<file path="config.mk">
export PLATFORM = sky130hd
export DESIGN_NAME = apb_rr_master
export DESIGN_NICKNAME = d
export VERILOG_FILES = /design/src/rtl/apb_pkg.sv /design/src/rtl/apb_rr_arbiter.sv /design/src/rtl/apb_rr_master.sv
export SDC_FILE = /design/constraint.sdc
export NUM_CORES = 1
export LEC_CHECK = 0
export ABC_AREA = 0
export BUFFER_PORTS_ARGS = -buffer_cell sky130_fd_sc_hd__buf_2
export CORE_AREA = 4 4 156 158
export CTS_BUF_LIST = sky130_fd_sc_hd__clkbuf_2
export DETAILED_ROUTE_END_ITERATION = 10
export DIE_AREA = 0 0 160 162
export PLACE_DENSITY = 0.7
export SLEW_MARGIN = 20
export SYNTH_ARGS = -nofsm -noshare
export SYNTH_HDL_FRONTEND = slang
export SYNTH_SLANG_ARGS = --single-unit
</file>
<file path="constraint.sdc">
create_clock -name pclk -period 3.7 [get_ports pclk]
set_clock_uncertainty 0.15 [all_clocks]
set_input_delay 0.74 -clock pclk [delete_from_list [all_inputs] [get_ports pclk]]
set_output_delay 0.74 -clock pclk [all_outputs]
set_load 0.005 [all_outputs]
</file>
<file path="src/rtl/apb_pkg.sv">
// Shared types and default widths for the round-robin APB master.
package apb_pkg;

  typedef enum logic [1:0] {
    APB_IDLE   = 2'b00,
    APB_SETUP  = 2'b01,
    APB_ACCESS = 2'b10
  } apb_state_t;

  localparam int APB_ADDR_WIDTH = 32;
  localparam int APB_DATA_WIDTH = 32;

endpackage

</file>
<file path="src/rtl/apb_rr_arbiter.sv">
// Rotating-priority arbiter: the first asserted request after ptr (with
// wrap-around) wins. Purely combinational; the pointer lives in the parent.
module apb_rr_arbiter #(
  parameter int NREQ = 4
) (
  input  logic [NREQ-1:0]         req,
  input  logic [$clog2(NREQ)-1:0] ptr,
  output logic [NREQ-1:0]         gnt,
  output logic [$clog2(NREQ)-1:0] idx,
  output logic                    found
);

  localparam int IW = $clog2(NREQ);

  logic [IW-1:0] cand;

  always_comb begin
    gnt   = '0;
    idx   = '0;
    found = 1'b0;
    cand  = '0;
    // Scan ptr+1 .. ptr+NREQ so the last winner has the lowest priority.
    for (int i = 1; i <= NREQ; i++) begin
      cand = IW'((int'(ptr) + i) % NREQ);
      if (!found && req[cand]) begin
        found     = 1'b1;
        gnt[cand] = 1'b1;
        idx       = cand;
      end
    end
  end

endmodule

</file>
<file path="src/rtl/apb_rr_master.sv">
// APB master sharing one slave port between NREQ requesters with round-robin
// arbitration, pready wait states and a wait-state timeout abort.
module apb_rr_master
  import apb_pkg::*;
#(
  parameter int ADDR_WIDTH = APB_ADDR_WIDTH,
  parameter int DATA_WIDTH = APB_DATA_WIDTH,
  parameter int NREQ       = 4,
  parameter int TIMEOUT    = 16
) (
  input  logic                       pclk,
  input  logic                       presetn,
  input  logic [NREQ-1:0]            req_valid,
  input  logic [NREQ-1:0]            req_write,
  input  logic [NREQ*ADDR_WIDTH-1:0] req_addr,
  input  logic [NREQ*DATA_WIDTH-1:0] req_wdata,
  output logic [NREQ-1:0]            req_ready,
  output logic [NREQ-1:0]            rsp_valid,
  output logic [DATA_WIDTH-1:0]      rsp_rdata,
  output logic                       rsp_err,
  output logic                       psel,
  output logic                       penable,
  output logic                       pwrite,
  output logic [ADDR_WIDTH-1:0]      paddr,
  output logic [DATA_WIDTH-1:0]      pwdata,
  input  logic [DATA_WIDTH-1:0]      prdata,
  input  logic                       pready
);

  localparam int IW = $clog2(NREQ);
  localparam int CW = $clog2(TIMEOUT);
  localparam logic [CW-1:0] WAIT_LAST = CW'(TIMEOUT - 1);

  apb_state_t      state;
  logic [IW-1:0]   ptr;
  logic [NREQ-1:0] gnt_q;
  logic [CW-1:0]   wcnt;

  logic [NREQ-1:0] arb_gnt;
  logic [IW-1:0]   arb_idx;
  logic            arb_found;

  apb_rr_arbiter #(.NREQ(NREQ)) u_arb (
    .req   (req_valid),
    .ptr   (ptr),
    .gnt   (arb_gnt),
    .idx   (arb_idx),
    .found (arb_found)
  );

  always_ff @(posedge pclk or negedge presetn) begin
    if (!presetn) begin
      state     <= APB_IDLE;
      ptr       <= IW'(NREQ - 1);
      gnt_q     <= '0;
      wcnt      <= '0;
      req_ready <= '0;
      rsp_valid <= '0;
      rsp_rdata <= '0;
      rsp_err   <= 1'b0;
      psel      <= 1'b0;
      penable   <= 1'b0;
      pwrite    <= 1'b0;
      paddr     <= '0;
      pwdata    <= '0;
    end else begin
      // Handshake pulses last a single cycle unless re-armed below.
      req_ready <= '0;
      rsp_valid <= '0;
      rsp_rdata <= '0;
      rsp_err   <= 1'b0;
      case (state)
        APB_IDLE: begin
          if (arb_found) begin
            pwrite    <= req_write[arb_idx];
            paddr     <= req_addr[arb_idx*ADDR_WIDTH +: ADDR_WIDTH];
            pwdata    <= req_wdata[arb_idx*DATA_WIDTH +: DATA_WIDTH];
            req_ready <= arb_gnt;
            gnt_q     <= arb_gnt;
            ptr       <= arb_idx;
            psel      <= 1'b1;
            state     <= APB_SETUP;
          end
        end
        APB_SETUP: begin
          penable <= 1'b1;
          wcnt    <= '0;
          state   <= APB_ACCESS;
        end
        APB_ACCESS: begin
          if (pready) begin
            rsp_valid <= gnt_q;
            rsp_rdata <= pwrite ? '0 : prdata;
            psel      <= 1'b0;
            penable   <= 1'b0;
            state     <= APB_IDLE;
          end else if (wcnt == WAIT_LAST) begin
            rsp_valid <= gnt_q;
            rsp_err   <= 1'b1;
            psel      <= 1'b0;
            penable   <= 1'b0;
            state     <= APB_IDLE;
          end else if (wcnt != '1) begin
            wcnt <= wcnt + 1'b1;
          end
        end
        default: begin
          psel    <= 1'b0;
          penable <= 1'b0;
          state   <= APB_IDLE;
        end
      endcase
    end
  end

endmodule

</file>
==> results of run 1 <==
logic make-up after synthesis:
group | count (synthesis) | share of synthesized area, %
multiplexers | 74 | 9.47
AO/OA/AOI/OAI | 294 | 32.1
adder cells (fa/ha/maj) | 9 | 1.35
buffers and inverters | 108 | 6.35
flip-flops | 120 | 35.9
XOR/XNOR | 1 | 0.105
AND/OR/NAND/NOR | 205 | 14.7
metrics by stage:
| stage | instances | instance area [sq um] |
|---|---|---|
| final | 1488 | 11100 |
| after global routing | 1488 | 11100 |
| after CTS | 1483 | 11100 |
| after detailed placement | 1429 | 10600 |
| after global placement | 1429 | 10600 |
| after floorplan | 811 | 8360 |
critical path, cell delays in order, from the launching register on:
cell     delay (ns)
dfstp_2        0.70
inv_1          0.17
ha_1           0.36
mux4_2         0.52
buf_12         0.28
nor4b_1        0.65
a22oi_1        0.14
o21a_1         0.16
o21ai_0        0.14
worst max path at each step:
stage                 startpoint         end  slack (ns)  cells after the start
finish                    ptr[1]    gnt_q[2]        0.30                      8
global route              ptr[1]    gnt_q[2]        0.03                      8
CTS                       ptr[0]    gnt_q[2]        0.34                      7
detailed placement        ptr[1]   pwdata[1]        0.40                      8
global placement    req_valid[0]   pwdata[1]        0.46                      7
floorplan                 ptr[0]  pwdata[21]        0.08                     15
routing by layer:
layer / up-vias / global-route usage (%) / share of wire, %
li1: 3917 / - / -
met1: 4069 / 27.8 / 39
met2: 378 / 40.5 / 51
met3: 45 / 5.79 / 7.3
met4: 6 / 7.27 / 2.6
met5: - / 0 / 0.13
where the power goes:
group / internal (mW) / total, mW / switching [mW]
Clock: 0.288 / 0.967 / 0.679
Combinational: 2.48 / 6.03 / 3.55
Sequential: 1.81 / 2.12 / 0.313
Total: 4.58 / 9.13 / 4.54
cell usage after synthesis, drive strengths merged (2+ instances only):
master    n
a211oi  130
nor2b     4
o21ai    11
clkbuf   67
buf      37
nand2b    3
nand2     9
o311ai   65
dfstp     2
mux4      4
nor2     82
ha        9
a22oi     8
or3b     65
inv       4
and2     36
o22ai    66
o21a      4
a31oi     2
mux2i    69
a21oi     2
dfrtp   118
o32a      2
area by class of cell:
type	count	area, sq um
repair buffers	457	2580
diodes	2	5.00
well taps	290	363
clock buffers	17	85.1
flip-flops and latches	120	3010
clock inverters	15	178
inverters	4	15.0
fillers	2183	12000
multi-input cells	583	4870
what timing repair did:
item | 4_1_cts | 5_1_grt
setup endpoints to repair | 0 | 0
endpoints found under the hold margin | 70 | 3
hold buffers | 22 | 3
registers in the layout (all words and copies together) (netlist names):
| signal | flops |
|---|---|
| ptr | 2 |
| psel | 1 |
| req_ready | 4 |
| rsp_err | 1 |
| wcnt | 4 |
| penable | 1 |
| rsp_rdata | 32 |
| pwdata | 32 |
| rsp_valid | 4 |
| pwrite | 1 |
| paddr | 32 |
| state | 2 |
| gnt_q | 4 |
==> results.json, run 1 <==
{
  "grt_max_degree": 72,
  "cap_violations": 0,
  "relSlewSlack_pct": 41.4,
  "post-route-drc-count": 0,
  "min_to": "rsp_rdata[2]",
  "reg2reg_slack_ns": 0.30,
  "critPathRequiredTime_ns": 4.14,
  "grt.overflow.total": 0,
  "netlist.area_leader.share_pct": 35.3,
  "ys_ff_latch": 120,
  "crit_type": "reg -> reg",
  "die_h_um": 162,
  "drive_above_1_share_pct": 52.0,
  "worst_pin_slew_ns": 0.880,
  "holdWs_ns": 0.0999,
  "postRouteAntennaNets": 0,
  "ys_async_sr_fraction_pct": 100,
  "io_buffers": 406,
  "post_cts_buffers": 0,
  "viasPerCell": 5.66,
  "cts_made_buffers": 17,
  "synth_area_leaders": "dfrtp_1, a211oi_2, mux2i_1",
  "cts-resized-gates": 0,
  "initial_core_util_pct": 36.2,
  "gp_congestion": 0.802,
  "fin_crit_sh_pct": 91.8,
  "fin_util_pct": 48.0,
  "placementRows": 56,
  "io_pins": 407,
  "min_path_cells": 2,
  "path_clk_slew_ns": 0.26,
  "setup_viol": 0,
  "cp.arrival_ns": 3.83,
  "synthesis.nets": 1119,
  "layout_common_cells": "buf_2, dfrtp_1, a211oi_2",
  "synthToLayoutAreaGrowth_pct": 32.9,
  "dieArea_sq_um": 25900,
  "cp-end-kind": "flop",
  "vdd_drop_max_v": 0.000799,
  "setup_slack_ns": 0.302,
  "fp.coreArea_sq_um": 23100,
  "synth_ff_type": "dfrtp_1",
  "start_kind": "flop",
  "routedWlPerCell_um": 20.8,
  "fin_crit_ns": 3.40,
  "hp-start": "prdata[2]",
  "dp_slack_ns": 0.396,
  "first_pass_iters": 5,
  "final_common_cell": "buf_2",
  "power.density_nw_per_um2": 821,
  "hold_class": "in -> reg",
  "worst-path-max-fanout": 60,
  "rr_startpoint": "ptr[1]",
  "drt_iter0_markers": 613,
  "grt.total_usage_pct": 23.0,
  "r2r_cells": 8,
  "insertion_delay_ns": 0.70,
  "ctsHtreeMaxLevel": 4,
  "slew_violations": 0,
  "grt_pass1_wl_um": 47700,
  "die_w_um": 160,
  "synthDistinctLibCells": 42,
  "syn_area_sq_um": 8360,
  "clockRootBuffer": "clkbuf_2",
  "via_count": 8415,
  "cts_tree": "yes",
  "routed_wl_um": 31000,
  "finalNetCount": 1491,
  "leakage_nw": 4.96,
  "synth.avg_cell_area_sq_um": 10.3,
  "synth.largest_area_cell": "dfrtp_1",
  "cts_max_path_buffers": 2,
  "final_hold_viol_count": 0,
  "p_total_mw": 9.13,
  "finalSetupTns_ns": 0,
  "hpwl_um": 22000,
  "antenna_found_initial": 5,
  "rr_endpoint": "gnt_q[2]",
  "max_freq_ghz": 0.294,
  "synth_edf_count": 0,
  "cts_sinks": 120,
  "syn-instance-count": 811,
  "seq_area_frac_synth_pct": 35.9,
  "rsz0062_at_grt": "false",
  "grt_pass1_vias": 8405,
  "status": "finished clean",
  "ys_warn_count": 0
}
No activity file was read; power rests on OpenSTA's default activity.
==> inputs of run 2 (changes only) <==
- CORE_AREA: 4 4 156 158 -> 4 4 154 156
- DIE_AREA: 0 0 160 162 -> 0 0 158 160
- PLACE_DENSITY: 0.7 -> 0.69
- clock period: 3.7 -> 3.5 ns (I/O delays scaled with it)
==> run 2 against run 1 <==
  * Cell count unchanged
  * Largest cell class unchanged
  * Via count is essentially flat
  * Critical path depth is the same
  * Register-to-register slack lost 0.16 ns
  * Largest power group unchanged
  * First-iteration DRC count decreased by 24%
  * Sequential power is 5% higher
==> results.json, run 2 (synthesized netlist as in run 1, its figures left out) <==
{
  "max_freq_ghz": 0.298,
  "internal_power_mw": 4.74,
  "reg.largest.list": "paddr x32, pwdata x32, rsp_rdata x32",
  "antenna_found_initial": 7,
  "setup_slack_ns": 0.142,
  "vdd_drop_max_v": 0.00127,
  "leakage_nw": 4.96,
  "pwr-share-comb_pct": 65.8,
  "status": "finished clean",
  "worst-path-max-fanout": 83,
  "power.switching_mw": 4.78,
  "p_total_mw": 9.52,
  "setup_viol": 0,
  "fp.coreArea_sq_um": 22400,
  "power.density_nw_per_um2": 856,
  "cp_top_family": "flip-flops",
  "placementRows": 55,
  "min_to": "pwdata[13]",
  "initial_core_util_pct": 37.4,
  "crit_start": "ptr[1]",
  "final_common_cell": "buf_2",
  "crit_type": "reg -> reg",
  "relSlewSlack_pct": 43.4,
  "rsz0062_at_grt": "false",
  "critPathRequiredTime_ns": 3.96,
  "final_hold_viol_count": 0,
  "post-route-drc-count": 0,
  "crit_path_max_incr_delay_ns": 0.71,
  "min_path_cells": 3,
  "drt_iter0_markers": 465,
  "postRouteAntennaNets": 0,
  "holdWs_ns": 0.0825,
  "fill_cells": 2051,
  "hpwl_um": 21300,
  "via_count": 8417,
  "grt.total_usage_pct": 23.5,
  "die_h_um": 160,
  "grt_pass1_vias": 8656,
  "path_clk_slew_ns": 0.29,
  "drive_above_1_share_pct": 51.6,
  "layout_common_cells": "buf_2, dfrtp_1, a211oi_2",
  "reg2reg_slack_ns": 0.14,
  "viasPerCell": 5.66,
  "slew_violations": 0,
  "post_cts_buffers": 0,
  "cp_cell_sequence": "inv_1 -> ha_1 -> mux4_2 -> buf_4 -> o32a_2 -> buf_12 -> mux2i_1 -> a211oi_2",
  "worst_pin_slew_ns": 0.849,
  "r2r_cells": 8,
  "pwr-share-seq_pct": 23.3,
  "hold_class": "in -> reg",
  "hp-start": "req_wdata[13]",
  "rr_endpoint": "paddr[5]",
  "insertion_delay_ns": 0.75,
  "cts_tree": "yes",
  "finalSetupTns_ns": 0,
  "cts_made_buffers": 17,
  "clockPowerShare_pct": 10.9,
  "cp_num_buf_inv": 3,
  "fin_util_pct": 49.7,
  "dp_slack_ns": 0.0890,
  "cts_sinks": 120,
  "cap_violations": 0,
  "clockRootBuffer": "clkbuf_2",
  "fin_crit_sh_pct": 95.9,
  "rr_startpoint": "ptr[1]",
  "io_pins": 407,
  "cp.arrival_ns": 3.82,
  "fin_crit_ns": 3.36,
  "io_buffers": 406,
  "cp_slowest_cell": "dfstp_2",
  "dieArea_sq_um": 25300,
  "first_pass_iters": 5,
  "grt_pass1_wl_um": 47100,
  "die_w_um": 158,
  "ctsHtreeMaxLevel": 4,
  "synthToLayoutAreaGrowth_pct": 32.9,
  "routed_wl_um": 30800,
  "finalNetCount": 1496,
  "start_kind": "flop",
  "routedWlPerCell_um": 20.7,
  "cp-end-kind": "flop",
  "grt_max_degree": 84,
  "cts_max_path_buffers": 2,
  "gp_congestion": 0.843,
  "grt.overflow.total": 0,
  "swShare_pct": 50.2
}
==> run 2: cell count changes in the layout (fill, tap and decap cells not counted) <==
cell / previous run / this run
clkinv_8: 2 / 3
dlygate4sd3_1: 25 / 33
buf_12: 8 / 3
nor4b_2: 0 / 1
inv_8: 5 / 4
buf_6: 0 / 1
buf_4: 19 / 20
nor4b_1: 1 / 0
==> run 2: how the worst max path moves through the flow <==
stage,end,slack [ns],cells after the start
6_report,paddr[5],0.14,8
5_1_grt,paddr[19],0.06,8
4_1_cts,paddr[21],0.06,8
3_5_place_dp,paddr[21],0.09,8
3_3_place_gp,paddr[14],0.22,8
2_1_floorplan,pwdata[21],0.02,15
==> run 2: power groups by stage <==
stage,clock network (mW),logic [mW],registers (mW)
finish,1.04,6.26,2.22
global route,1.12,6.81,2.29
CTS,1.07,6.30,2.22
detailed placement,0,6.27,2.24
global placement,0,6.14,2.25
floorplan,0,4.75,2.23
==> run 2: worst register-to-register path: stages (launching register included) <==
cell      delay, ns
dfstp_2        0.71
inv_1          0.18
ha_1           0.39
mux4_2         0.37
buf_4          0.24
o32a_2         0.43
buf_12         0.24
mux2i_1        0.45
a211oi_2       0.11
==> run 2: repair_timing <==
item / CTS / global route
hold buffers: 32 / 1
setup endpoints to repair: 0 / 19
hold endpoints to repair: 77 / 1
resized for setup: 0 / 2
==> run 2: final cells by class <==
type	count	area (sq um)	share of cell area [%]
clock buffers	17	85.1	0.766
multi-input cells	583	4880	43.9
well taps	285	357	3.21
clock inverters	15	183	1.64
repair buffers	462	2580	23.2
diodes	2	5.00	0.0450
inverters	4	15.0	0.135
flip-flops and latches	120	3010	27.1
==> run 2: per-layer routing <==
metal	routed length (um)	track usage, %	share of wire [%]	vias to the layer above
met2	15300	40.3	49	361
met4	953	8.57	3.1	8
met3	2340	5.80	7.6	69
met5	42	0	0.14	-
li1	-	-	-	3930
met1	12200	28.4	40	4049
==> run 2: through the flow <==
| step | cells | cell area [sq um] |
|---|---|---|
| global route | 1488 | 11100 |
| CTS | 1485 | 11100 |
| global placement | 1421 | 10500 |
| floorplan | 811 | 8360 |
| finish | 1488 | 11100 |
| detailed placement | 1421 | 10500 |
